## src/rtl/mem_access_ctrl.sv

```systemverilog
// MEM-stage sequencer for a variable-latency data memory.
// Freezes upstream stages while a req/ack access is outstanding.
module mem_access_ctrl #(
  parameter int TIMEOUT = 15,
  parameter int CNT_W   = 16
) (
  input  logic             Clk,
  input  logic             Rst,
  input  logic             MemRead,
  input  logic             MemWrite,
  input  logic [31:0]      Addr,
  input  logic [31:0]      WriteData,
  input  logic             MemAck,
  input  logic [31:0]      MemRdata,
  output logic             MemReq,
  output logic             MemWe,
  output logic [31:0]      MemAddr,
  output logic [31:0]      MemWdata,
  output logic             Stall,
  output logic             WbValid,
  output logic [31:0]      ReadDataOut,
  output logic             Timeout,
  output logic [CNT_W-1:0] StallCount
);

  localparam logic [1:0] IDLE = 2'd0;
  localparam logic [1:0] REQ  = 2'd1;
  localparam logic [1:0] DONE = 2'd2;
  localparam logic [1:0] ERR  = 2'd3;

  // counter only needs to reach TIMEOUT-1: that REQ cycle is the last one
  localparam int TW = (TIMEOUT > 1) ? $clog2(TIMEOUT) : 1;
  localparam logic [TW-1:0] TLAST = TW'(TIMEOUT - 1);

  logic [1:0]    state;
  logic [TW-1:0] tcnt;
  logic          mem_op;

  assign mem_op = MemRead | MemWrite;

  // pipeline freeze and MEM/WB capture decode
  always_comb begin
    Stall   = 1'b0;
    WbValid = 1'b0;
    if (!Rst) begin
      case (state)
        IDLE: begin
          Stall   = mem_op;
          WbValid = ~mem_op;
        end
        REQ:  Stall   = 1'b1;
        DONE: WbValid = 1'b1;
        default: Stall = 1'b1;
      endcase
    end
  end

  // access sequencing, request registers and read-data hold
  always_ff @(posedge Clk or posedge Rst) begin
    if (Rst) begin
      state       <= IDLE;
      tcnt        <= '0;
      MemReq      <= 1'b0;
      MemWe       <= 1'b0;
      MemAddr     <= '0;
      MemWdata    <= '0;
      ReadDataOut <= '0;
      Timeout     <= 1'b0;
    end else begin
      case (state)
        IDLE: begin
          if (mem_op) begin
            MemAddr  <= Addr;
            MemWdata <= WriteData;
            MemWe    <= MemWrite;
            MemReq   <= 1'b1;
            tcnt     <= '0;
            state    <= REQ;
          end
        end
        REQ: begin
          if (MemAck) begin
            if (!MemWe) ReadDataOut <= MemRdata;
            MemReq <= 1'b0;
            state  <= DONE;
          end else if (tcnt == TLAST) begin
            MemReq  <= 1'b0;
            Timeout <= 1'b1;
            state   <= ERR;
          end else begin
            tcnt <= tcnt + 1'b1;
          end
        end
        DONE: state <= IDLE;
        default: state <= ERR;
      endcase
    end
  end

  // saturating count of stalled cycles
  always_ff @(posedge Clk or posedge Rst) begin
    if (Rst)
      StallCount <= '0;
    else if (Stall && (StallCount != '1))
      StallCount <= StallCount + 1'b1;
  end

endmodule

```

## config.mk

```make
export PLATFORM = sky130hd
export DESIGN_NAME = mem_access_ctrl
export DESIGN_NICKNAME = d
export VERILOG_FILES = /design/src/rtl/mem_access_ctrl.sv
export SDC_FILE = /design/constraint.sdc
export NUM_CORES = 1
export LEC_CHECK = 0
export CAP_MARGIN = 20
export CORE_UTILIZATION = 30
export CTS_BUF_LIST = sky130_fd_sc_hd__clkbuf_4 sky130_fd_sc_hd__clkbuf_8 sky130_fd_sc_hd__clkbuf_16
export CTS_CLUSTER_DIAMETER = 50
export CTS_CLUSTER_SIZE = 25
export DETAILED_ROUTE_END_ITERATION = 16
export GPL_TIMING_DRIVEN = 0
export PLACE_DENSITY_LB_ADDON = 0.05
export SYNTH_ARGS = -nofsm -noshare
export SYNTH_HDL_FRONTEND = slang
export SYNTH_SLANG_ARGS = --single-unit
export TNS_END_PERCENT = 1
```

## constraint.sdc

```tcl
create_clock -name Clk -period 4.9 [get_ports Clk]
set_input_delay 0.735 -clock Clk [delete_from_list [all_inputs] [get_ports Clk]]
set_output_delay 0.735 -clock Clk [all_outputs]
set_load 0.02 [all_outputs]
```

==> results of run 1 <==
[cells by family after synthesis]
kind of cell             Yosys count
flip-flops                       121
AO/OA/AOI/OAI                     19
multiplexers                      34
adder cells (fa/ha/maj)            3
buffers and inverters             23
XOR/XNOR                          13
AND/OR/NAND/NOR                  243
[worst max-delay path, cell delays in order]
cell,delay [ns]
clkdlybuf4s50_1,0.52
inv_6,0.45
buf_16,0.36
o21ai_4,0.16
inv_1,0.16
clkdlybuf4s50_1,0.63
[sequential cells by signal, summed over array words and instances (netlist names)]
name	count
MemAddr	32
MemReq	1
MemWdata	32
MemWe	1
ReadDataOut	32
StallCount	16
Timeout	1
state	2
tcnt	4
[placed cells by master, fill, tap and decap left out, types with 2 or more instances in the layout]
master	instances
ha_1	3
nor4_1	4
clkinvlp_4	6
clkinv_2	3
xnor2_1	2
clkdlybuf4s50_1	217
a21oi_1	3
buf_4	4
inv_1	4
clkbuf_16	17
clkbuf_8	2
xor2_1	11
dfrtp_1	121
nand2_1	200
nand4_1	3
mux2_2	33
and4b_1	2
buf_2	5
nand4_2	3
clkbuf_1	8
o21a_1	3
nand3_1	8
nor2_1	5
bufinv_16	3
nor3_1	7
o21ai_0	7
[routing by layer]
metal / global-route usage [%] / up-vias / wire (um) / part of all wire, %
met1: 19.88 / 1821 / 5460 / 43
met2: 24.95 / 154 / 5944 / 47
met5: 0 / - / 0 / 0
met4: 8.028 / 0 / 261 / 2.0
li1: - / 1955 / - / -
met3: 6.689 / 20 / 1067 / 8.4
[final timing paths]
kind                                  start               to  slack, ns  depth (start not counted)
worst max-delay path                    Rst            Stall       1.12                          6
worst min-delay path            MemAddr[27]      MemAddr[27]       0.47                          2
worst max register to register     state[0]  ReadDataOut[13]       2.97                          6
worst min register to register  MemAddr[27]      MemAddr[27]       0.47                          2
max in group asynchronous               Rst      MemAddr[22]       3.34                          3
min in group asynchronous               Rst    StallCount[2]       0.84                          2
[layout make-up]
type	instances	area share [%]
Multi-Input combinational cell	312	21.60
Sequential cell	121	38.21
Clock inverter	12	1.895
Timing Repair Buffer	218	27.75
Clock buffer	19	5.715
Buffer	18	1.121
Inverter	5	0.3000
Tap cell	216	3.410
[metrics by stage]
step | area (um2) | hold slack, ns | power (mW)
2_1_floorplan | 4847 | 0.5077 | 2.851
3_5_place_dp | 7322 | 0.4609 | 4.002
6_report | 7925 | 0.4700 | 5.219
4_1_cts | 7925 | 0.4756 | 5.310
3_3_place_gp | 7289 | 0.4571 | 3.954
5_1_grt | 7925 | 0.4912 | 5.559
[power breakdown]
group | internal (mW) | switching (mW)
Sequential | 1.44 | 0.266
Clock | 0.819 | 0.450
Combinational | 1.10 | 1.14
Total | 3.36 | 1.86
==> out/results.ini, run 1 <==
[sta]
fin_crit_sh_pct = 77.17
min_period_ns = 3.781
finalHoldViolCount = 0
worst_pin_slew_ns = 0.5423
clock_skew_ns = 0.003525
fin_tns_setup_ns = 0
fmax_mhz = 264.4
fin_ws_ns = 1.119
maxSlewViolCount = 0
rsz0062_at_grt = false
max-slew-margin-rel_pct = 63.85
setup_viol = 0

[logic_synthesis]
syn_area_mm2 = 0.004847
synth_compound_area_share_pct = 2.710
synth_edf_count = 0
synthMuxAreaShare_pct = 7.976
synth_nets = 560
ys.flop_type = dfrtp_1
ys_warn_count = 0
yosys-top-cells-count = nand2_1, dfrtp_1, mux2_2, xor2_1
synth_top_cell_area_share_pct = 62.47
ys_async_sr_fraction_pct = 100.0
post-synth-top-count-cell = nand2_1
synth_fa_ha_area_share_pct = 0.7744
synth_top_area_cell = dfrtp_1
synth-simple-area-share_pct = 21.50
synth-seq-cells = 121
yosysUniqueCellTypes = 39
synth_area_leaders = dfrtp_1, nand2_1, mux2_2, xor2_1, nand3_1
avgSynthCellArea_um2 = 10.63
synth-xor-area-share_pct = 2.349
ys_seq_area_share_pct = 62.47
synth_top_family_by_area = simple AND/OR/NAND/NOR gates
synth_cells = 456

[cts]
cts_tree = yes
clk_pin_slew_ns = 0.05
clock-sinks = 121
htree_levels = 4
numCtsBuffers = 17
cts_resized = 0
clk_path_buf_depth = 2
clkLatencyLatePin_ns = 0.41
cts_hold_buf = 0
cts-root-buf = clkbuf_16
cts_setup_buffers = 0

[floorplanning]
core-area_mm2 = 0.01583
io_pins = 218
fp.dieW_um = 129.1
die_y_um = 129.1
die_area_mm2 = 0.01667
initial_core_util_pct = 30.62
row_count = 46

[layout]
num-fill-cells = 1469
antenna_cells = 0
fin_cells = 921
post-route-util_pct = 50.07
register_area_mm2 = 0.003028
drive_above_1_share_pct = 12.06
multi_input_area_mm2 = 0.001712
area_growth_pct = 63.50
fin_nets = 797

[drt]
firstDrtPassIters = 4
viasPerCell = 4.289
vias = 3950
ant_nets = 0
wirelength_mm = 12.73
drt_first_iter_violations = 120
wl_per_cell_um = 13.83
drc_errors = 0

[critical_path]
required_ns = 4.16
crit_type = input port to output port
worst_ep_arrival_time_ns = 3.05
path_max_fanout = 66
cp-start-kind = input port
crit_path_end_kind = output port

[global_routing]
grt_max_degree = 67
grt_pass1_wl_mm = 20.71
grt_pass1_vias = 4051
grt_overflow = 0
antenna_found_initial = 0
track_usage_pct = 16.31

[placement]
placement.io_buffers = 217
place_congestion = 0.7100
dp_hpwl_mm = 9.210
pre_cts_ws_ns = 1.031
dp_cells = 890

[min_path]
hold_class = flip-flop to flip-flop

[outcome]
status = completed

[pwr]
peakVddDrop_mv = 0.2863
power_leakage_nw = 3.625
cellPowerDensity_mw_per_mm2 = 658.5

[job]
drv_cap = 0

Power figures use the tool's default switching activity.
==> inputs of run 2 (changes only) <==
==> constraint.sdc (replaced) <==
create_clock -name Clk -period 3.5 [get_ports Clk]
set_input_delay 0.525 -clock Clk [delete_from_list [all_inputs] [get_ports Clk]]
set_output_delay 0.525 -clock Clk [all_outputs]
set_load 0.02 [all_outputs]
==> run 2 against run 1 <==
Highest routed layer unchanged. Total power rose by 42%. Hold slack barely moved. Clock power rose by 46%. Via count grew 1.1%. Die area unchanged. Routed wire length rose by 1.2%. Clock-buffer cell count is 1 higher. Register-to-register slack worse by 1.4 ns. Critical path depth is the same.
==> out/results.ini, run 2 (same netlist as run 1, synthesis figures left out) <==
[outcome]
status = completed

[layout]
fin_cells = 924  ; +0.33%
mostFrequentLayoutCell = clkdlybuf4s50_1
reg_top3 = MemAddr x32, MemWdata x32, ReadDataOut x32
antenna_cells = 0  ; unchanged
fin_nets = 799  ; +0.25%
post-route-util_pct = 50.46  ; +0.39 points
mostFrequentLayoutCells = clkdlybuf4s50_1, nand2_1, dfrtp_1
drive_above_1_share_pct = 12.57  ; +0.51 points
area_growth_pct = 64.77

[floorplanning]
core-area_mm2 = 0.01583  ; unchanged
row_count = 46  ; unchanged
fp.dieW_um = 129.1  ; unchanged
io_pins = 218  ; unchanged
die_area_mm2 = 0.01667  ; unchanged
die_y_um = 129.1  ; unchanged
initial_core_util_pct = 30.62  ; unchanged

[drt]
drc_errors = 0  ; unchanged
viasPerCell = 4.321  ; +0.76%
drt_first_iter_violations = 148  ; +23%
wl_per_cell_um = 13.95  ; +0.87%
wirelength_mm = 12.89  ; +1.2%
firstDrtPassIters = 4  ; unchanged
vias = 3993  ; +1.1%
ant_nets = 0  ; unchanged

[critical_path]
timing.rr.start = StallCount[0]
worst_ep_arrival_time_ns = 2.58  ; -0.47 ns
critPathLaunch = Rst
r2r-end = StallCount[1]
required_ns = 2.97  ; -1.19 ns
ff2ff_path_depth = 5  ; -1
ff2ff_setup_slack_ns = 1.60  ; -1.37 ns
path_max_fanout = 33  ; -50%
cp-start-kind = input port
crit_path_end_kind = output port
crit_type = input port to output port

[cts]
clock-sinks = 121  ; unchanged
clkLatencyLatePin_ns = 0.41  ; about the same
cts_setup_buffers = 0  ; unchanged
htree_levels = 4  ; unchanged
cts-root-buf = clkbuf_16
cts_tree = yes
numCtsBuffers = 17  ; unchanged
cts_resized = 0  ; unchanged
cts_hold_buf = 0  ; unchanged
clk_pin_slew_ns = 0.06  ; about the same
clk_path_buf_depth = 2  ; unchanged

[min_path]
min_to = MemAddr[3]
hold_class = flip-flop to flip-flop
holdPathStages = 2  ; unchanged
min_from = MemAddr[3]

[placement]
placement.io_buffers = 217  ; unchanged
dp_hpwl_mm = 9.459  ; +2.7%
place_congestion = 0.7390  ; +4.1%
dp_cells = 892  ; +0.22%

[global_routing]
grt_pass1_vias = 4119  ; +1.7%
grt_max_degree = 43  ; -36%
grt_overflow = 0  ; unchanged
grt_pass1_wl_mm = 20.59  ; -0.57%
track_usage_pct = 16.14  ; -0.17 points
antenna_found_initial = 0  ; unchanged

[sta]
max-slew-margin-rel_pct = 65.72  ; +1.9 points
rsz0062_at_grt = false
fin_crit_sh_pct = 88.81
fmax_mhz = 321.7
setup_viol = 0  ; unchanged
worst_pin_slew_ns = 0.5104  ; -0.03181 ns
finalHoldViolCount = 0  ; unchanged
maxSlewViolCount = 0  ; unchanged
clock_skew_ns = 0.01232  ; +0.008798 ns
min_period_ns = 3.108

[pwr]
peakVddDrop_mv = 0.3523  ; +23%
power.total_mw = 7.402  ; +42%
power_leakage_nw = 3.665  ; +1.1%
cellPowerDensity_mw_per_mm2 = 926.8  ; +41%

[job]
drv_cap = 0  ; unchanged

-- run 2: changes by cell type in the layout (fill, tap and decap cells not counted), sizes merged --
cell / delta
clkbuf: +1
clkinvlp: -3
inv: -1
bufinv: +1
buf: +2
clkinv: +3
-- run 2: cell type report --
cell class,instances,area (um2)
Clock buffer,20,460.4
Buffer,18,88.84
Timing Repair Buffer,220,2232
Clock inverter,12,172.7
Fill cell,1440,7841
Sequential cell,121,3028
Tap cell,216,270.3
Inverter,5,22.52
Multi-Input combinational cell,312,1712
-- run 2: worst max path at each step --
stage                     end  slack (ns)  cells after the start
3_5_place_dp            Stall        0.34                      6
5_1_grt                 Stall        0.22                      6
6_report                Stall        0.39                      6
3_3_place_gp            Stall       -2.03                      5
4_1_cts                 Stall        0.33                      6
2_1_floorplan  StallCount[10]        0.08                      5
-- run 2: stage by stage --
stage	area, um2	setup slack [ns]	hold WS [ns]	TNS (ns)
6_report	7986	0.3916	0.4704	0
3_5_place_dp	7353	0.3386	0.4612	0
5_1_grt	7986	0.2204	0.4887	0
4_1_cts	7986	0.3309	0.4754	0
3_3_place_gp	7293	-2.026	0.4571	-17.52
2_1_floorplan	4851	0.08408	0.5077	0
-- run 2: worst max-delay path, stage by stage --
cell and delay, ns:
clkdlybuf4s50_1 0.57, clkinvlp_4 0.37, buf_12 0.31, o21ai_4 0.15, inv_2 0.11, clkdlybuf4s50_1 0.55
-- run 2: power by group --
part | internal [mW] | total, mW | switching, mW | leakage, nW
registers | 2.02 | 2.39 | 0.370 | 1.50
logic | 1.55 | 3.16 | 1.61 | 1.86
clock network | 1.23 | 1.86 | 0.626 | 0.309
total | 4.80 | 7.40 | 2.61 | 3.67
-- run 2: per-layer routing --
metal | global-route usage, % | part of all wire, %
met4 | 7.543 | 2.1
met5 | 0 | 0
met1 | 19.44 | 45
met2 | 25.96 | 46
met3 | 5.574 | 6.8
==> inputs of run 3 (changes only) <==
--- a/config.mk
+++ b/config.mk
@@ -13,6 +13,7 @@
 export DETAILED_ROUTE_END_ITERATION = 16
 export GPL_TIMING_DRIVEN = 0
 export PLACE_DENSITY_LB_ADDON = 0.05
+export RECOVER_POWER = 100
 export SYNTH_ARGS = -nofsm -noshare
 export SYNTH_HDL_FRONTEND = slang
 export SYNTH_SLANG_ARGS = --single-unit
==> run 3 against run 2 <==
The run now ends with max-capacitance violations, max-slew violations left. Via count rose by 0.25%. Sequential share of layout area rose by 0.27 points. Cell count did not move. Total power fell by 3.7%. Register-to-register slack got worse by 0.44 ns. Final area fell by 0.70%. Clock-buffer cell count did not move. Die area did not move. First-iteration DRC count rose by 12%. Clock power barely moved. Maximum frequency fell by 1.8%. Sequential power fell by 2%. Largest cell class unchanged. Largest power group unchanged.
==> out/results.ini, run 3 (same netlist as run 1, synthesis figures left out) <==
[outcome]
status = finished, violations left
failed_checks = max-capacitance violations, max-slew violations

[cts]
clkLatencyLatePin_ns = 0.41  ; about the same
cts_setup_buffers = 0  ; unchanged
cts-root-buf = clkbuf_16
cts_resized = 0  ; unchanged
htree_levels = 4  ; unchanged
clock-sinks = 121  ; unchanged
cts_hold_buf = 0  ; unchanged
cts_tree = yes
clk_path_buf_depth = 2  ; unchanged
clk_pin_slew_ns = 0.06  ; about the same
numCtsBuffers = 17  ; unchanged

[sta]
fin_ws_ns = 0.3338  ; -0.05776 ns
min_period_ns = 3.166  ; +0.05776 ns
max-slew-margin-rel_pct = -10.88  ; -77 points
rsz0062_at_grt = false
clock_skew_ns = 0.009304  ; -0.003019 ns
finalHoldViolCount = 0  ; unchanged
setup_viol = 0  ; unchanged
fin_crit_sh_pct = 90.46  ; +1.7 points
maxSlewViolCount = 37  ; +37
fin_tns_setup_ns = 0  ; unchanged
hold_slack_ns = 0.4644  ; -0.006060 ns
worst_pin_slew_ns = 1.663  ; +1.153 ns
fmax_mhz = 315.8  ; -1.8%

[drt]
dr_wl_met3_um = 855  ; -3.1%
drc_errors = 0  ; unchanged
vias = 4003  ; +0.25%
drt_first_iter_violations = 166  ; +12%
wl_per_cell_um = 13.84  ; -0.79%
firstDrtPassIters = 4  ; unchanged
viasPerCell = 4.332  ; +0.25%
ant_nets = 0  ; unchanged
wirelength_mm = 12.79  ; -0.79%
m1WireLength_mm = 5.670  ; -1.8%
route.met2.wl_mm = 5.985  ; +0.42%
dr.max_layer_used = met4

[pwr]
clkPwrFrac_pct = 26.1  ; +1.0 points
internal-power_mw = 4.560  ; -4.9%
p_seq_share_pct = 33.0  ; +0.7 points
power_leakage_nw = 3.778  ; +3.1%
switchingPower_mw = 2.567  ; -1.5%
p_sw_share_pct = 36.02  ; +0.82 points
peakVddDrop_mv = 0.3404  ; -3.4%
cellPowerDensity_mw_per_mm2 = 898.7  ; -3.0%
power.total_mw = 7.127  ; -3.7%
p_comb_share_pct = 40.9  ; -1.7 points

[floorplanning]
core-area_mm2 = 0.01583  ; unchanged
initial_core_util_pct = 30.62  ; unchanged
die_y_um = 129.1  ; unchanged
row_count = 46  ; unchanged
io_pins = 218  ; unchanged
fp.dieW_um = 129.1  ; unchanged
die_area_mm2 = 0.01667  ; unchanged

[min_path]
hold_class = flip-flop to flip-flop
min_from = MemAddr[3]

[placement]
pre_cts_ws_ns = 0.3386  ; unchanged
dp_cells = 892  ; unchanged
placement.io_buffers = 217  ; unchanged
placedInstanceArea_mm2 = 0.007353  ; unchanged
place_congestion = 0.7390  ; unchanged
dp_hpwl_mm = 9.459  ; unchanged

[global_routing]
grt_max_degree = 43  ; unchanged
grt_pass1_vias = 4119  ; unchanged
track_usage_pct = 16.14  ; unchanged
antenna_found_initial = 0  ; unchanged
grt_overflow = 0  ; unchanged
grt_pass1_wl_mm = 20.59  ; unchanged

[critical_path]
crit_type = input port to output port
cp-start-kind = input port
path_max_fanout = 33  ; unchanged
path_cells = dlygate4sd3_1, clkinvlp_4, buf_12, o21ai_4, inv_2, clkdlybuf4s50_1
required_ns = 2.97  ; about the same
crit_path_end_kind = output port
worst_ep_arrival_time_ns = 2.64  ; +0.06 ns
critPathLaunch = Rst
slowest_stage = dlygate4sd3_1
timing.rr.start = state[0]
slowest_delay_ns = 0.64  ; +0.07 ns

[layout]
register_area_mm2 = 0.003028  ; unchanged
mostFrequentLayoutCell = nand2_1
multi_input_area_mm2 = 0.001698  ; -0.80%
drive_above_1_share_pct = 10.73  ; -1.8 points
fin_cells = 924  ; unchanged
reg_top3 = MemAddr x32, MemWdata x32, ReadDataOut x32
mostFrequentLayoutCells = nand2_1, dfrtp_1, dlygate4sd3_1
post-route-util_pct = 50.10  ; -0.36 points
num-fill-cells = 1449  ; +0.63%
fin_nets = 799  ; unchanged
area_growth_pct = 63.60
antenna_cells = 0  ; unchanged
design_area_mm2 = 0.007930  ; -0.70%

[job]
drv_cap = 1  ; +1

-- run 3: power groups by stage --
stage	Sequential [mW]	Clock (mW)	Combinational [mW]
global route	2.45	1.98	3.19
floorplan	3.10	0	0.895
detailed placement	2.41	0	3.20
finish	2.35	1.86	2.92
CTS	2.40	1.92	3.21
global placement	2.38	0	3.15
-- run 3: worst paths after layout --
check / to / slack (ns) / cells after the start
setup / recovery: Stall / 0.33 / 6
hold / removal: MemAddr[3] / 0.46 / 2
setup reg to reg: ReadDataOut[17] / 1.16 / 6
hold reg to reg: MemAddr[3] / 0.46 / 2
max in group asynchronous: Timeout / 0.64 / 4
min in group asynchronous: StallCount[0] / 0.64 / 2
-- run 3: routing by layer --
metal | vias to the layer above | global-route usage, %
met4 | 0 | 7.543
met1 | 1870 | 19.44
met5 | - | 0
met3 | 20 | 5.574
met2 | 142 | 25.96
li1 | 1971 | -
-- run 3: final cells by class --
cell class	instances	area share, %
Clock buffer	20	5.806
Timing Repair Buffer	220	27.86
Inverter	5	0.2840
Sequential cell	121	38.18
Buffer	18	0.8678
Multi-Input combinational cell	312	21.41
Clock inverter	12	2.177
Tap cell	216	3.408
-- run 3: critical path: cells and delay by family --
| kind | cells | cell delay (ns) |
|---|---|---|
| AOI/OAI and AO/OA | 1 | 0.14 |
| buffers and inverters | 5 | 1.97 |
